### src/rtl/minitb_ahb_slave_mem.sv
// AHB-Lite slave memory: word-addressed, programmable wait states, two-cycle ERROR for
// out-of-range addresses, read-after-write forwarding and transfer counters.
module minitb_ahb_slave_mem #(
  parameter int unsigned addrWidth   = 8,
  parameter int unsigned dataWidth   = 32,
  parameter int unsigned DEPTH       = 16,
  parameter int unsigned WAIT_STATES = 0
) (
  input  logic                 hclk,
  input  logic                 hresetn,
  input  logic                 hsel,
  input  logic [1:0]           htrans,
  input  logic [addrWidth-1:0] haddr,
  input  logic                 hwrite,
  input  logic [dataWidth-1:0] hwdata,
  output logic                 hready,
  output logic [1:0]           hresp,
  output logic [dataWidth-1:0] hrdata,
  output logic [15:0]          wr_count,
  output logic [7:0]           err_count
);

  localparam int unsigned         IdxW     = (DEPTH > 1) ? $clog2(DEPTH) : 1;
  localparam logic [addrWidth:0]  DepthLim = (addrWidth + 1)'(DEPTH);
  localparam logic [3:0]          WaitInit = 4'(WAIT_STATES);

  typedef enum logic [1:0] {StAddr, StWait, StErr1, StErr2} state_e;

  state_e               state_q, state_d;
  logic                 dphase_q, dphase_d;
  logic [IdxW-1:0]      addr_q, addr_d;
  logic                 write_q, write_d;
  logic [3:0]           cnt_q, cnt_d;
  logic                 hready_q, hready_d;
  logic [1:0]           hresp_q, hresp_d;
  logic [dataWidth-1:0] hrdata_q, hrdata_d;
  logic [15:0]          wr_cnt_q, wr_cnt_d;
  logic [7:0]           err_cnt_q, err_cnt_d;
  logic [dataWidth-1:0] mem_q [DEPTH];
  logic [dataWidth-1:0] mem_d [DEPTH];

  logic            accept;
  logic            in_range;
  logic            commit;
  logic [IdxW-1:0] haddr_idx;

  always_comb begin
    accept    = hsel && htrans[1] && hready_q;
    in_range  = ({1'b0, haddr} < DepthLim);
    haddr_idx = haddr[IdxW-1:0];
    // Only in-range data phases set dphase_q, and they end in StAddr with hready high.
    commit    = dphase_q && write_q && hready_q;

    state_d   = state_q;
    dphase_d  = dphase_q;
    addr_d    = addr_q;
    write_d   = write_q;
    cnt_d     = cnt_q;
    hrdata_d  = hrdata_q;
    wr_cnt_d  = wr_cnt_q;
    err_cnt_d = err_cnt_q;
    mem_d     = mem_q;

    if (commit) begin
      mem_d[addr_q] = hwdata;
      wr_cnt_d      = wr_cnt_q + 16'd1;
    end

    case (state_q)
      StWait: begin
        cnt_d = cnt_q - 4'd1;
        if (cnt_q <= 4'd1) state_d = StAddr;
      end
      StErr1:  state_d = StErr2;
      StErr2:  state_d = StAddr;
      default: state_d = StAddr;
    endcase

    if (hready_q) dphase_d = 1'b0;

    if (accept) begin
      addr_d  = haddr_idx;
      write_d = hwrite;
      if (!in_range) begin
        state_d = StErr1;
        if (err_cnt_q != 8'hFF) err_cnt_d = err_cnt_q + 8'd1;
      end else begin
        dphase_d = 1'b1;
        if (WaitInit != 4'd0) begin
          state_d = StWait;
          cnt_d   = WaitInit;
        end else begin
          state_d = StAddr;
        end
        // A write committing to the same word at this edge wins over the stored value.
        if (!hwrite) hrdata_d = (commit && (addr_q == haddr_idx)) ? hwdata : mem_q[haddr_idx];
      end
    end

    hready_d = !((state_d == StWait) || (state_d == StErr1));
    hresp_d  = ((state_d == StErr1) || (state_d == StErr2)) ? 2'b01 : 2'b00;
  end

  always_ff @(posedge hclk or negedge hresetn) begin
    if (!hresetn) begin
      state_q   <= StAddr;
      dphase_q  <= 1'b0;
      addr_q    <= '0;
      write_q   <= 1'b0;
      cnt_q     <= '0;
      hready_q  <= 1'b1;
      hresp_q   <= 2'b00;
      hrdata_q  <= '0;
      wr_cnt_q  <= '0;
      err_cnt_q <= '0;
      for (int i = 0; i < int'(DEPTH); i++) mem_q[i] <= '0;
    end else begin
      state_q   <= state_d;
      dphase_q  <= dphase_d;
      addr_q    <= addr_d;
      write_q   <= write_d;
      cnt_q     <= cnt_d;
      hready_q  <= hready_d;
      hresp_q   <= hresp_d;
      hrdata_q  <= hrdata_d;
      wr_cnt_q  <= wr_cnt_d;
      err_cnt_q <= err_cnt_d;
      mem_q     <= mem_d;
    end
  end

  assign hready    = hready_q;
  assign hresp     = hresp_q;
  assign hrdata    = hrdata_q;
  assign wr_count  = wr_cnt_q;
  assign err_count = err_cnt_q;

endmodule

### config.mk
export PLATFORM = sky130hd
export DESIGN_NAME = minitb_ahb_slave_mem
export DESIGN_NICKNAME = d
export VERILOG_FILES = /design/src/rtl/minitb_ahb_slave_mem.sv
export SDC_FILE = /design/constraint.sdc
export NUM_CORES = 1
export LEC_CHECK = 0
export CORE_UTILIZATION = 45
export DETAILED_ROUTE_END_ITERATION = 10
export PLACE_DENSITY = 0.6
export SETUP_SLACK_MARGIN = 0.05
export SLEW_MARGIN = 15
export SYNTH_ARGS = -nofsm -noshare
export SYNTH_HDL_FRONTEND = slang
export SYNTH_SLANG_ARGS = --single-unit
### constraint.sdc
create_clock -name hclk -period 4.6 [get_ports hclk]
set_input_delay 0.46 -clock hclk [delete_from_list [all_inputs] [get_ports hclk]]
set_output_delay 0.46 -clock hclk [all_outputs]
set_load 0.005 [all_outputs]
* Yosys cells after proc, flatten, opt, wreduce, memory -nomap -nowiden
Cells that the tools add are included.
** Word-level totals
- Register bits :: 582
- Input port bits :: 46
- Output and inout port bits :: 59
- Logic and storage cells :: 71
** Cells by class
- Add/subtract/negate cells :: 3
- Order comparisons :: 5
- Equal/unequal tests :: 7
- Muxes and demuxes :: 15
- Bitwise gates (word level) :: 4
- Reductions and logical operators :: 11
** Operators by type and width (count)
- $bwmux W512 :: 1
- $bmux W32 S4 :: 1
- $demux W32 S4 :: 1
- $mux W32 :: 4
- $add A16 B1 Y16 const B :: 1
- $ge A5 B5 Y1 const B :: 2
- $not A4 Y5 :: 2
- $add A8 B1 Y8 const B :: 1
- $lt A8 B5 Y1 const B :: 1
- $ne A8 B8 Y1 const B :: 1
- $eq A2 B2 Y1 const B :: 3
- $logic_and A1 B1 Y1 :: 6
- $mux W2 :: 3
- $reduce_and A3 Y1 :: 2
- $lt A5 B1 Y1 const B :: 1
- $eq A2 B1 Y1 const B :: 2
- $eq A4 B4 Y1 :: 1
- $le A4 B1 Y1 const B :: 1
- $mux W1 :: 4
- $pmux W2 S2 :: 1
- $sub A4 B1 Y4 const B :: 1
- $logic_or A1 B1 Y1 :: 2
- $not A1 Y1 :: 2
- $logic_not A1 Y1 :: 1

* Logic depth before layout (Yosys ltp)
- Depth after elaboration :: 7
- Depth in mapped cells :: 7
- Gate-level depth less buffers :: 7

* Least setup slack after synthesis
No wires, ideal clock.
- Path kind :: input -> register
- Start :: input port haddr[0]
- End :: register hrdata_q[21], in the netlist hrdata[21]
- Setup time :: 0.126 ns
- Arrival :: 1.948 ns
- Required time :: 4.474 ns
- Path slack :: 2.525 ns
- Cell stages on the path :: 7
- Buffers on the path :: 3
- Cell sequence :: buf_2 > buf_6 > buf_4 > mux4_2 > a22oi_1 > nand2_1 > a221o_1
** Between the ends
- Longest elaborated chain between the ends :: 5
- Elaborated cells on any way between the ends :: 9
- Classes of those cells :: 1 x order compare; 1 x eq/ne; 4 x mux; 1 x bitwise; 2 x reduce/logical
** RTL lines
- from (decl) :: RTL line 13 : input logic [addrWidth-1:0] haddr,
- $not A4 Y5 (not written as such) :: RTL line 96 : if (!hwrite) hrdata_d = (commit && (addr_q == haddr_idx)) ? hwdata : mem_q[haddr_idx];
- $bmux W32 S4 :: RTL line 96
- $mux W32 (not written as such) (2 in a row) :: RTL line 96
- $mux W32 :: RTL line 96
- to (signal assigned) :: RTL line 125 : hrdata_q <= hrdata_d;
- to (decl) :: RTL line 36 : logic [dataWidth-1:0] hrdata_q, hrdata_d;
Parallel ways exist; a longest one is shown, timed or not. The select of a mux whose other input is x is not followed.
A chain may end at the register's enable or synchronous reset.

* Final worst setup path
- Start :: register hready_q, in the netlist hready
- End :: register hrdata_q[21], in the netlist hrdata[21]
** Between the ends
- Longest elaborated chain between the ends :: 3
- Elaborated cells on any way between the ends :: 5
- Classes of those cells :: 1 x mux; 4 x reduce/logical
** RTL lines
- from (decl) :: RTL line 34 : logic hready_q, hready_d;
- from (signal assigned) :: RTL line 123 : hready_q <= hready_d;
- $logic_and A1 B1 Y1 :: RTL line 52 : commit = dphase_q && write_q && hready_q;
- $logic_and A1 B1 Y1 :: RTL line 96
- $mux W32 :: RTL line 96
Parallel ways exist; a longest one is shown, timed or not.

==> out/qor.yml <==
outcome: "completed"
gp_congestion: 0.741
io_buffers: 102
htree_levels: 3
synth_seq_area_share_pct: 56.0
clock-sinks: 582
synth_area_per_cell_um2: 15.6
met2_length_mm: 31.0
period_minus_slack_ps: 3110
postCtsHoldBufs: 1
path_clk_slew_ps: 60
wire_per_inst_um: 24.4
maxCapViolations: 0
crit_type: "reg2reg"
worstMarginPinSlew_ps: 869
initial_core_util_pct: 45.8
post-dp-hpwl_mm: 35.1
drt-met1-wl_mm: 27.6
core-area_um2: 56700
synth_edf_count: 0
cts_tree: "done"
drv_slew: 0
ctsResizeCount: 0
synth_seq_cells: 582
die-area_um2: 58700
drtIter0Drc: 766
insertion_delay_ps: 580
dr.pass1.iters: 4
wl_met3_mm: 2.06
hold_viol_final: 0
async_reset_ff_share_pct: 100
antenna_cells: 0
relSlewSlack_pct: 42.0
power.density_nw_per_um2: 400
post-synth-top-count-cell: "dfrtp_1"
synthesis.nets: 1720
ios: 105
final_core_util_pct: 52.8
netlist_instances: 1665
highest_layer: "met5"
synth_common_cells: "dfrtp_1 (581), mux2_2 (487), mux4_2 (128)"
die_y_um: 242
setup_viol: 0
synth_area_leaders: "dfrtp_1 (56%), mux2_2 (21%), mux4_2 (11%), a22oi_1 (1.8%), mux2_1 (1.3%)"
grt_pass1_vias: 16000
grt_first_pass_wirelength_mm: 98.8
period_share_pct: 67.6
setup_tns_ps: 0
ant_nets: 0
stdcell_area_um2: 29900
vias_per_cell: 5.77
postRouteWirelength_mm: 61.9
numCtsBuffers: 66
worstPathMaxFanout: 34
grt_max_degree: 101
netlist.top_cell.by_area: "dfrtp_1"
end_kind: "flip-flop"
die_w_um: 242
nNetsFinal: 1794
synth_cell_types: 41
crit_arrival_ps: 3630
netlist_area_um2: 26000
grt_overflow: 0
synth_warnings: 0
antenna_found_initial: 1
cp-start-kind: "flip-flop"
cts_root_buf: "clkbuf_16"
fmax_ghz: 0.321
skew_ps: 15.0
drc: 0
clock_path_buffers: 3
irDropWorstVdd_uv: 258
yosysTopAreaCellShare_pct: 55.9
critPathRequiredTime_ps: 5120
drive_above_1_share_pct: 43.6
synth_flop_cell: "dfrtp_1"
min-delay-path-class: "reg2reg"
placed_area_um2: 27800
std_cell_rows: 87
synthToLayoutAreaGrowth_pct: 15.1
vias: 14700
post_cts_buffers: 0
p_leak_nw: 13.4
rsz0062_at_grt: "no"
grt_usage_pct: 22.0
path summary, 6_finish.rpt:
check,from,endpoint,slack (ps),cells after the start
setup / recovery,hready$_DFF_PN1_,hrdata[21]$_DFFE_PN0P_,1490,6
hold / removal,cnt_q[3]$_DFFE_PN0P_,cnt_q[3]$_DFFE_PN0P_,480,1
setup reg to reg,hready$_DFF_PN1_,hrdata[21]$_DFFE_PN0P_,1490,6
hold reg to reg,cnt_q[3]$_DFFE_PN0P_,cnt_q[3]$_DFFE_PN0P_,480,1
max in group asynchronous,hresetn,hrdata[12]$_DFFE_PN0P_,2890,3
min in group asynchronous,hresetn,mem_q[356]$_DFFE_PN0P_,520,2
sequential cells by signal, indices dropped and copies added, names as in the netlist:
register	count
dphase_q	1
wr_count	16
hready	1
addr_q	4
hrdata	32
cnt_q	4
hresp	1
write_q	1
state_q	2
mem_q	512
err_count	8
worst max-delay path, cell delays in order, from the launching register on:
cell and delay (ps):
dfstp_2 590, and3_1 470, nor3b_4 290, buf_4 460, a21boi_4 570, buf_4 440
a221o_1 210
logic make-up after synthesis:
family | Yosys count | synth area share, %
mux | 646 | 33.5
flops | 582 | 56.0
simple gates | 148 | 2.94
buf+inv | 147 | 2.76
compound gates | 103 | 3.33
xor+xnor | 29 | 0.977
fa+ha+maj | 9 | 0.433
other cells | 1 | 0.0144
metrics by stage:
step                      total power (W)  cells  worst slack (ps)  hold WS, ps
after floorplan                   0.00641   1665              2530          164
after global placement            0.00691   2426              1170          459
after detailed placement          0.00696   2426              1130          464
after CTS                          0.0121   2541              1450          474
after global routing               0.0125   2541              1300          482
final                              0.0120   2541              1490          475
report_power, final:
group / total, W / switching, W / internal, W
clock network: 0.00512 / 0.00204 / 0.00308
logic: 0.00116 / 0.000549 / 0.000611
registers: 0.00569 / 0.000240 / 0.00545
total: 0.0120 / 0.00283 / 0.00914
cells in the final DEF, fill, tap and decap left out, types with 21 or more instances in the layout:
| cell type | Yosys | routed |
|---|---|---|
| dfrtp_1 | 581 | 581 |
| buf_4 | 11 | 34 |
| a22oi_1 | 64 | 64 |
| clkbuf_16 | 0 | 70 |
| mux4_2 | 128 | 128 |
| clkbuf_1 | 53 | 21 |
| nor2b_1 | 36 | 34 |
| mux2_2 | 487 | 487 |
| mux2_1 | 31 | 31 |
| nand2_1 | 54 | 48 |
| clkdlybuf4s50_1 | 0 | 99 |
| a221o_1 | 32 | 32 |
cell type report:
class / count / area, um2
flip-flops and latches: 582 / 14600
multi-input cells: 936 / 10800
inverters: 9 / 33.8
clock buffers: 106 / 2040
repair buffers: 144 / 1440
fillers: 4673 / 26800
clock inverters: 8 / 80.1
well taps: 756 / 946
layer usage:
metal  vias up  GRT usage [%]
met2       214           36.8
met1      8002           29.5
li1       6350              -
met4         2           6.61
met5         -              0
met3        86           3.38
Note: power is estimated with default switching activity, not from simulation.
==> variant 1, RTL diff (same flow settings) <==
Reset style: synchronous (`hresetn`), changed in one clocked block.
--- a/src/rtl/minitb_ahb_slave_mem.sv
+++ b/src/rtl/minitb_ahb_slave_mem.sv
@@ -101,7 +101,7 @@
     hresp_d  = ((state_d == StErr1) || (state_d == StErr2)) ? 2'b01 : 2'b00;
   end
 
-  always_ff @(posedge hclk or negedge hresetn) begin
+  always_ff @(posedge hclk) begin
     if (!hresetn) begin
       state_q   <= StAddr;
       dphase_q  <= 1'b0;
Function: differs if hresetn is asserted again (counterexample within 4 cycles, from zero or initial values and one cycle with hresetn low); with hresetn held inactive, the same outputs for 4 cycles.
==> variant 1 against the original RTL <==
- design area fell by 1.5%
- sequential cell count did not move
- setup slack improved by 0.18 ns
- non-clock buffer count rose by 6
- synthesized area rose by 0.39%
- routed wire length rose by 31%
- clock skew rose by 0.0042 ns
- die area rose by 0.39%
- global-route usage rose by 5.3 points
Power is not compared: it rests on default switching activity, and its combinational part moved more than twofold at a synthesized area within 25%.
==> variant 1: results (changes against the original RTL) <==
Setup path
  – Largest stage delay on the critical path: 0.97 ns (+0.38 ns)
  – Cells on worst reg2reg path: 5 (-1)
  – Top Family by Delay on Critical Path: simple AND/OR/NAND/NOR gates
  – Reg2reg start: addr_q[1]
  – WP data arrival: 3.49 ns (-0.14 ns)
  – Reg2Reg Capture Point: mem_q[27]
  – Register-to-register setup slack: 1.67 ns (+0.18 ns)
  – Slowest-stage cell, CP: nor2_4
  – CP Class: reg -> reg
  – CP Max Fanout: 26 (-24%)

Yosys
  – Ranking of synthesized cells by area: dfxtp_1, nand2_1, a21boi_0
  – Async S/R FF share, synth: 0 (-1.00)
  – Yosys warnings: 0 (unchanged)
  – Most frequent cells after synthesis: nand2_1, dfxtp_1, a21boi_0
  – Synth Net Count: 3045 (+77%)
  – Synth Area in Compound Gates: 0.187 (+0.154)
  – Mean post-synth cell area: 8.73 sq um (-44%)
  – Share of synthesized area spent on multiplexers: 0.121 (-0.214)
  – Post-Synth Adder-Cell Area: 0.00431 (-0.0000168)
  – Yosys cell types: 43 (+4.9%)
  – Seq/Total Area, Yosys: 0.446 (-0.114)
  – Post-Synth XOR/XNOR Area: 0.00873 (-0.00104)

Clock network
  – H-Tree Depth: 2 (-1)
  – Root buf cell: clkbuf_16
  – Post_cts resized: 0 (unchanged)
  – Clock-pin slew on the worst setup and hold paths: 0.06 ns (about the same)
  – CTS Buf Count: 61 (-7.6%)
  – Clock latency on the worst-skew pair: 0.64 ns (+0.06 ns)
  – Post-CTS Setup Repair Bufs: 0 (unchanged)

Routing
  – Drt initial violations: 1798 (+130%)
  – Drt total wl: 81000 microns (+31%)
  – Vias per cell: 5.69 (-1.3%)
  – Drt pass-1 iters: 5 (+1)

Global routing
  – Number of global-route vias before repair: 20732 (+30%)
  – Maximum number of pins on one net before global-route repair: 148 (+47%)
  – Initial antenna violation count: 1 (unchanged)
  – GRT Util Overall: 0.273 (+0.0534)
  – First-pass GRT wire length: 124000 microns (+26%)

STA
  – Slew HR: 0.150 (-0.269)
  – Final Skew: 0.0192 ns (+0.00421 ns)
  – Period utilization: 0.638 (-0.0387)

Cells and area
  – Layout cell share with drive strength beyond 1: 0.0983 (-0.338)
  – Final Net Count: 2965 (+65%)
  – Diodes inserted: 0 (unchanged)
  – Final cell count without fillers: 3715 (+46%)
  – Reg with most FFs: mem_q

Placed design
  – IO buf count: 102 (unchanged)
  – Dpl cells: 3603 (+49%)
  – Routability-driven placement congestion ratio: 0.795 (+7.2%)
  – Worst slack at placement: 1.58 ns (+0.454 ns)
  – HPWL Detailed: 46700 microns (+33%)
  – Placed cell area: 27400 sq um (-1.4%)

Min path
  – Hold Path Origin: hresetn
  – Hold/Removal Path Class: in -> reg

Power and ir drop
  – Leak: between 9 and 10 nW
  – VDD IR max: 0.254 mV

Status
  – Status: completed
[variant 1: how the worst min path moves through the flow]
stage                  to  slack, ns  cells after the start
2_1_floorplan   mem_q[36]       0.43                      2
4_1_cts        hrdata[30]       0.30                      3
3_5_place_dp   mem_q[110]       0.44                      2
5_1_grt        hrdata[30]       0.35                      3
6_report        mem_q[48]       0.32                      2
3_3_place_gp   mem_q[511]       0.44                      2
[variant 1: area by class of cell]
cell class,count,area [sq um]
tap,756,946
clock buffer,97,1910
clock inverter,15,159
multi-input combinational,2108,13300
fill,5180,27400
timing repair buffer,150,1450
inverter,7,26.3
sequential,582,11700
[variant 1: metal layers]
metal	global-route usage	share of wire	routed length, microns
met5	0	0	0
met4	0.0908	0.028	2240
met3	0.0306	0.057	4630
met2	0.462	0.48	38600
met1	0.362	0.44	35500
[variant 1: logic make-up (layout without fill, tap and decap cells)]
| family | count (synthesis) | after routing |
|---|---|---|
| muxes | 193 | 193 |
| AOI/OAI and AO/OA | 660 | 660 |
| buffers and inverters | 300 | 269 |
| DFF | 582 | 582 |
| and+or+nand+nor | 1219 | 1219 |
| other | 1 | 1 |
| adders and majority gates | 9 | 9 |
| xor gates and xnor gates | 26 | 26 |
[variant 1: report_power, final]
part | leakage [nW] | switching, mW | internal (mW)
Combinational | 3.87 | 0.314 | 0.192
Sequential | 4.69 | 0.0137 | 5.05
Clock | 1.03 | 2.06 | 3.00
Total | 9.59 | 2.38 | 8.24
[variant 1: worst register-to-register path: cells and delay by family, from the launching register on]
kind,cells,cell delay (ns)
flops,1,0.92
simple gates,3,1.42
buf+inv,1,0.32
compound gates,1,0.20
==> variant 2, RTL diff (config.mk and constraints unchanged) <==
Made on the original files. `DEPTH`: 16 -> 32.
--- a/src/rtl/minitb_ahb_slave_mem.sv
+++ b/src/rtl/minitb_ahb_slave_mem.sv
@@ -3,7 +3,7 @@
 module minitb_ahb_slave_mem #(
   parameter int unsigned addrWidth   = 8,
   parameter int unsigned dataWidth   = 32,
-  parameter int unsigned DEPTH       = 16,
+  parameter int unsigned DEPTH       = 32,
   parameter int unsigned WAIT_STATES = 0
 ) (
   input  logic                 hclk,
Formal check against the unedited RTL: not equivalent (Yosys sat finds a counterexample within 4 cycles, from zero or initial values and one cycle with hresetn low).
==> variant 2 against the original RTL <==
- power grew 86%
- combinational power grew 84%
- fmax shrank 8.5%
- die area grew 88%
- synthesized area grew 89%
- cell count grew 81%
- design area grew 86%
- setup slack lost 0.29 ns
- routed wire length grew 120%
- sequential share of layout area grew 0.54 points
- sequential cell count grew 513
- largest cell class unchanged
- highest routed layer unchanged
==> variant 2: results (changes against the original RTL) <==
Setup path
  – WP data arrival: 3.97 ns (+0.34 ns)
  – Slowest-stage cell, CP: nand4_1
  – CP Max Fanout: 26 (-24%)
  – Cells on worst reg2reg path: 5 (-1)

Placed design
  – Placed cell area: 51800 sq um (+86%)
  – Worst slack at placement: 1.19 ns (+0.0586 ns)
  – Dpl cells: 4391 (+81%)
  – HPWL Detailed: 78100 microns (+120%)

Global routing
  – GR Layer Usage met1: 0.347 (+0.0523)
  – Initial antenna violation count: 2 (+1)
  – Met3 Use GR: 0.0385 (+0.00469)
  – First-pass GRT wire length: 204000 microns (+110%)
  – Maximum number of pins on one net before global-route repair: 171 (+69%)
  – GRT Util Overall: 0.249 (+0.0291)
  – Number of global-route vias before repair: 30691 (+92%)
  – GRT met2 Usage: 0.401 (+0.0322)

Cells and area
  – Fillers: 8691 (+86%)
  – Max reg flops: 1024 (+100%)
  – Layout area overhead: 13.3%
  – Layout cell share with drive strength beyond 1: 0.498 (+0.0620)
  – Final Net Count: 3164 (+76%)

Routing
  – Drt wl/cell: 29.2 microns (+20%)
  – Drt initial violations: 2026 (+160%)
  – Routed length on met3: 6940 microns (+240%)
  – Drt total wl: 135000 microns (+120%)
  – Vias: 28111 (+92%)
  – M1 WL: 59200 microns (+110%)

Status
  – Status: completed

Yosys
  – Yosys cell types: 52 (+27%)
  – Seq/Total Area, Yosys: 0.558 (-0.00255)
  – Post-Syn Instances: 3091 (+86%)

STA
  – Slew HR: 0.223 (-0.197)
  – Fin Hold WS: 0.291 ns (-0.184 ns)

Clock network
  – CTS Buf Count: 118 (+79%)

Power and ir drop
  – Leak: 24.8 nW (+85%)
  – VDD IR max: 0.343 mV (+33%)

Min path
  – Hold/Removal Path Class: in -> reg
-- variant 2: power by group --
part / internal (mW) / switching (mW) / total, mW / leakage [nW]
combinational: 1.11 / 1.02 / 2.13 / 8.78
clock: 5.57 / 3.88 / 9.45 / 1.94
sequential: 10.2 / 0.438 / 10.7 / 14.1
-- variant 2: layout make-up --
class                      instances  area share
clock buffer                     182      0.0648
clock inverter                    31     0.00510
inverter                           8    0.000539
multi-input combinational       1690       0.369
sequential                      1095       0.492
tap                             1403      0.0315
timing repair buffer             196      0.0371
-- variant 2: worst paths after layout --
path                           endpoint     start
setup reg to reg              mem_q[82]    hready
hold / removal                addr_q[2]  haddr[2]
min in group asynchronous  err_count[5]   hresetn
setup / recovery              mem_q[82]    hready
hold reg to reg                cnt_q[3]  cnt_q[3]
max in group asynchronous    mem_q[891]   hresetn
-- variant 2: critical path, delay by kind of cell, from the launching register on --
family,cells,cell delay [ns]
buffers and inverters,1,0.48
AND/OR/NAND/NOR,3,1.86
flip-flops,1,0.57
multiplexers,1,0.31
